File: config.mk
export PLATFORM = sky130hd
export DESIGN_NAME = fetch_stage
export DESIGN_NICKNAME = d
export VERILOG_FILES = /design/src/rtl/fetch_stage_pkg.sv /design/src/rtl/fetch_queue.sv /design/src/rtl/fetch_stage.sv
export SDC_FILE = /design/constraint.sdc
export NUM_CORES = 1
export LEC_CHECK = 0
export ABC_AREA = 1
export ABC_CLOCK_PERIOD_IN_PS = 4500
export BUFFER_PORTS_ARGS = -buffer_cell sky130_fd_sc_hd__buf_2
export CORE_MARGIN = 3
export CORE_UTILIZATION = 25
export CTS_CLUSTER_DIAMETER = 120
export DETAILED_ROUTE_END_ITERATION = 10
export GPL_TIMING_DRIVEN = 0
export SKIP_CTS_REPAIR_TIMING = 1
export SYNTH_ARGS = -nofsm -noshare
export SYNTH_HDL_FRONTEND = slang
export SYNTH_SLANG_ARGS = --single-unit
File: constraint.sdc
create_clock -name clk -period 4.5 [get_ports clk]
set_input_delay 0.9 -clock clk [delete_from_list [all_inputs] [get_ports clk]]
set_output_delay 0.9 -clock clk [all_outputs]
set_load 0.005 [all_outputs]
File: src/rtl/fetch_stage_pkg.sv
// fetch_stage_pkg: shared widths, PC constants, queue entry layout and occupancy classification
package fetch_stage_pkg;
  localparam int INSTR_W = 32;
  localparam int ADDR_W = 32;
  localparam logic [ADDR_W-1:0] PC_STEP = 32'd4;
  localparam logic [ADDR_W-1:0] PC_R15_OFS = 32'd8;
  localparam logic [ADDR_W-1:0] DEFAULT_RESET_PC = 32'h0000_0000;
  typedef struct packed {
    logic [INSTR_W-1:0] inst;
    logic [ADDR_W-1:0] pc;
  } fetch_entry_t;
  typedef enum logic [1:0] {OCC_EMPTY, OCC_PARTIAL, OCC_FULL} occ_t;
  function automatic occ_t occ_of(input logic [2:0] count, input logic [2:0] depth);
    return count == 3'd0 ? OCC_EMPTY : count == depth ? OCC_FULL : OCC_PARTIAL;
  endfunction
endpackage

File: src/rtl/fetch_queue.sv
// fetch_queue: synchronous FIFO holding fetched {instruction, pc} pairs, with flush
module fetch_queue #(
  parameter int DEPTH = 2,
  parameter int W = 64
) (
  input logic clk,
  input logic reset,
  input logic push,
  input logic pop,
  input logic flush,
  input logic [W-1:0] din,
  output logic [W-1:0] dout,
  output logic [$clog2(DEPTH):0] count
);
  localparam int AW = $clog2(DEPTH);
  localparam logic [AW:0] FULL_N = (AW+1)'(DEPTH);
  logic [W-1:0] mem [DEPTH];
  logic [AW-1:0] rd_ptr, wr_ptr;
  logic do_pop, do_push;
  // a pop needs data; a push needs room, which a same-cycle pop provides
  always_comb begin
    do_pop = pop & (count != '0);
    do_push = push & ((count != FULL_N) | do_pop);
  end
  // flush only rewinds pointers; storage keeps its stale words until overwritten
  always_ff @(posedge clk) begin
    if (reset) begin
      for (int i = 0; i < DEPTH; i++) mem[i] <= '0;
      rd_ptr <= '0;
      wr_ptr <= '0;
      count <= '0;
    end else if (flush) begin
      rd_ptr <= '0;
      wr_ptr <= '0;
      count <= '0;
    end else begin
      if (do_push) mem[wr_ptr] <= din;
      if (do_push) wr_ptr <= wr_ptr + 1'b1;
      if (do_pop) rd_ptr <= rd_ptr + 1'b1;
      count <= count + (AW+1)'(do_push) - (AW+1)'(do_pop);
    end
  end
  assign dout = mem[rd_ptr];
endmodule

File: src/rtl/fetch_stage.sv
// fetch_stage: owns fetch_pc, fills the prefetch queue from imem and hands entries to decode
module fetch_stage
  import fetch_stage_pkg::*;
#(
  parameter logic [ADDR_W-1:0] RESET_PC = DEFAULT_RESET_PC,
  parameter int QDEPTH = 2
) (
  input logic clk,
  input logic reset,
  output logic [ADDR_W-1:0] imem_addr,
  input logic [INSTR_W-1:0] imem_rd,
  input logic redirect_valid,
  input logic [ADDR_W-1:0] redirect_pc,
  output logic inst_valid,
  output logic [INSTR_W-1:0] inst,
  output logic [ADDR_W-1:0] inst_pc,
  output logic [ADDR_W-1:0] inst_pc8,
  input logic inst_ready,
  output logic [31:0] fetch_count
);
  localparam int CW = $clog2(QDEPTH) + 1;
  logic [ADDR_W-1:0] fetch_pc;
  logic [CW-1:0] count;
  logic push, pop;
  occ_t occ;
  fetch_entry_t head, entry;
  // handshake and fill decisions; a redirect suppresses the push of the wrong-path word
  always_comb begin
    occ = occ_of(3'(count), 3'(QDEPTH));
    inst_valid = occ != OCC_EMPTY;
    pop = inst_valid & inst_ready;
    push = ~redirect_valid & ((occ != OCC_FULL) | pop);
    entry.inst = imem_rd;
    entry.pc = fetch_pc;
  end
  // fetch address and accepted-instruction counter; a popped head still counts during a redirect
  always_ff @(posedge clk) begin
    if (reset) begin
      fetch_pc <= RESET_PC & ~32'h3;
      fetch_count <= '0;
    end else begin
      fetch_pc <= redirect_valid ? redirect_pc & ~32'h3 : push ? fetch_pc + PC_STEP : fetch_pc;
      fetch_count <= fetch_count + 32'(pop);
    end
  end
  fetch_queue #(.DEPTH(QDEPTH), .W(INSTR_W + ADDR_W)) u_queue (
    .clk(clk),
    .reset(reset),
    .push(push),
    .pop(pop),
    .flush(redirect_valid),
    .din(entry),
    .dout(head),
    .count(count)
  );
  assign imem_addr = fetch_pc;
  assign inst = head.inst;
  assign inst_pc = head.pc;
  assign inst_pc8 = head.pc + PC_R15_OFS;
endmodule

==> results.py <==
metrics = {
    "yosys": {
        "synth_area_leaders": "edfxtp_1 (36%), dfxtp_1 (13%), nor2_1 (9.5%)",
        "yosys_most_used_dff": "edfxtp_1",
        "yosysUniqueCellTypes": 44,
        "synth_top_area_cell": "edfxtp_1",
        "syn_area_um2": 10200,
        "postSynth.asyncResetShare_pct": 0,
        "synth_edf_count": 124,
        "synth_top_cell_area_share_pct": 36.4,
        "synth-seq-cells": 191,
        "yosysSeqAreaShare_pct": 49.5,
        "syn_area_per_cell_um2": 8.07,
        "synthCells": 1269,
        "yosys_warnings": 0,
    },
    "placed_design": {
        "io_buffers": 218,
        "dp_hpwl_um": 25400,
        "preCtsSetupSlack_ns": 1.05,
        "place_congestion": 0.917,
        "postPlaceCellArea_um2": 12100,
    },
    "cts": {
        "cts_tree": "done",
        "clock_latency_ns": 0.44,
        "numCtsBuffers": 17,
        "clkTransAtPathRegs_ns": 0.08,
        "clockBufferDepth": 2,
        "htree_levels": 4,
        "clockRootBuffer": "clkbuf_16",
        "cts_sinks": 191,
    },
    "layout": {
        "final_cell_mix": "nor2_1 (259), nand2_1 (247), buf_2 (238), inv_1 (189), edfxtp_1 (124)",
        "final_common_cell": "nor2_1",
        "drive_above_1_share_pct": 24.1,
        "nFillCells": 4292,
        "fin_area_um2": 12700,
        "area_growth_pct": 24.0,
        "multi_input_area_um2": 4190,
        "fin_nets": 1587,
        "seqCellArea_um2": 5060,
    },
    "sta": {
        "setup_violations": 0,
        "worst_slack_ns": 1.12,
        "fin_crit_sh_pct": 75.0,
        "slew_headroom_pct": 54.0,
        "rsz0062_at_grt": "false",
        "fmax_ghz": 0.296,
        "hold_violations": 0,
        "period_needed_ns": 3.38,
        "fin_tns_setup_ns": 0,
        "worst_pin_slew_ns": 0.690,
        "fin_worst_skew_ns": 0.00891,
        "drv_slew": 0,
    },
    "pwr": {
        "intPower_uw": 2910,
        "powerDensity_nw_per_um2": 320,
        "clockPowerShare_pct": 38.9,
        "power.leakage_uw": 0.00555,
        "ir_worst_vdd_mv": 0.181,
        "seqPwrFrac_pct": 49.2,
        "total_power_uw": 4070,
        "p_comb_share_pct": 12.0,
        "swShare_pct": 28.5,
        "p_switching_uw": 1160,
    },
    "floorplanning": {
        "rows": 73,
        "core_um2": 40100,
        "dieArea_um2": 43400,
        "start_util_pct": 25.5,
        "die_w_um": 208,
        "fp.dieH_um": 208,
        "io_pins": 229,
    },
    "routing": {
        "wl_per_cell_um": 16.0,
        "drc": 0,
        "ant_nets": 0,
        "dr.pass1.iters": 7,
        "vias_per_cell": 4.42,
        "dr.first_iter.drc_count": 692,
        "via_count": 9082,
        "wirelength_um": 32800,
    },
    "grt": {
        "grt_use_met3_pct": 4.86,
        "grt_pass1_wl_um": 49700,
        "overflow": 0,
        "grt_usage_pct": 14.8,
        "antenna_found_initial": 13,
        "met1_usage_pct": 18.3,
        "use_met2_pct": 24.7,
        "grt_pass1_vias": 8723,
        "grt_max_degree": 34,
        "top_usage_layer": "met2",
    },
    "critical_path": {
        "crit_end": "inst_pc8[21]",
        "cp_max_fo": 10,
        "critPathRequiredTime_ns": 3.60,
        "cp-start-kind": "flip-flop",
        "cp-end-kind": "output pin",
        "reg2reg_slack_ns": 1.72,
        "critPathKind": "flip-flop to output pin",
        "r2r-start": "u_queue.count[1]$_SDFF_PP0_",
        "reg2reg_to": "u_queue.mem[0][33]$_SDFFCE_PN0P_",
        "reg2regPathDepth": 7,
        "crit_arrival_ns": 2.48,
    },
    "min_path": {
        "min_path_type": "flip-flop to flip-flop",
    },
    "run": {
        "max_cap_violations": 0,
    },
    "status": {
        "status": "completed",
    },
}
[worst max-delay path, stage by stage (launching register included)]
cell and delay [ns]:
dfxtp_1 0.31, buf_6 0.14, buf_12 0.15, nand2_2 0.08, o21ai_4 0.08, inv_1 0.14
ha_1 0.24, nand2_1 0.08, nor2_2 0.15, nand2_2 0.12, nor2_4 0.14, nand3_1 0.10
xor2_1 0.15, buf_2 0.14
[stage by stage]
stage	util, %	std cells	hold slack [ns]
final	31.7	2057	0.471
after global routing	31.7	2054	0.491
after global placement	29.9	2017	0.439
after floorplan	-	1274	0.426
after detailed placement	30.1	2019	0.453
after CTS	31.6	2051	0.467
[cell type report]
| cell class | count | area share (%) |
|---|---|---|
| well taps | 525 | 5.17 |
| flip-flops and latches | 191 | 39.9 |
| clock buffers | 17 | 3.35 |
| diodes | 6 | 0.118 |
| inverters | 196 | 5.79 |
| plain buffers | 44 | 2.26 |
| clock inverters | 15 | 1.57 |
| multi-input cells | 843 | 33.0 |
| repair buffers | 220 | 8.91 |
[flip-flops by register name (all words and copies together), names as in the netlist, named ones only]
signal          cells
imem_addr          30
u_queue.rd_ptr      1
u_queue.mem       124
u_queue.wr_ptr      1
fetch_count        32
u_queue.count       2
[metal layers]
metal  part of all wire, %  routed length (um)
met5                  0.35                 116
met2                    47               15400
met3                   7.8                2570
met1                    43               14100
met4                   1.7                 561
[logic make-up after synthesis]
group / Yosys count / synth area share [%]
xor gates and xnor gates: 32 / 2.74
buffers and inverters: 240 / 9.98
adders and majority gates: 6 / 0.733
other: 1 / 0.0366
AOI/OAI and AO/OA: 127 / 7.04
muxes: 33 / 3.63
and+or+nand+nor: 639 / 26.4
DFF: 191 / 49.5
[synthesized netlist by cell type, drive strengths merged, types with 7 or more instances]
cell	number
buf	34
nand4	13
nand3b	7
nor3	23
mux2	33
nand3	56
a21oi	58
or2	7
nand2	255
nor2	274
edfxtp	124
clkbuf	10
xor2	30
o21ai	58
inv	196
dfxtp	67
[power groups by stage]
stage	combinational (uW)	sequential (uW)	clock, uW
floorplan	263	2030	0
global placement	480	2040	0
detailed placement	495	2040	0
CTS	497	2000	1630
global route	544	2010	1700
finish	487	2000	1580
[how the worst min path moves through the flow]
stage | start | end | slack (ns) | depth (start not counted)
floorplan | u_queue.rd_ptr$_SDFFE_PP0P_ | flip-flop | 0.43 | 1
global placement | u_queue.rd_ptr$_SDFFE_PP0P_ | u_queue.rd_ptr$_SDFFE_PP0P_ | 0.44 | 1
detailed placement | u_queue.rd_ptr$_SDFFE_PP0P_ | u_queue.rd_ptr$_SDFFE_PP0P_ | 0.45 | 1
CTS | u_queue.rd_ptr$_SDFFE_PP0P_ | u_queue.rd_ptr$_SDFFE_PP0P_ | 0.47 | 1
global route | u_queue.rd_ptr$_SDFFE_PP0P_ | u_queue.rd_ptr$_SDFFE_PP0P_ | 0.49 | 1
finish | u_queue.rd_ptr$_SDFFE_PP0P_ | u_queue.rd_ptr$_SDFFE_PP0P_ | 0.47 | 1
(Power assumes the default switching activity.)
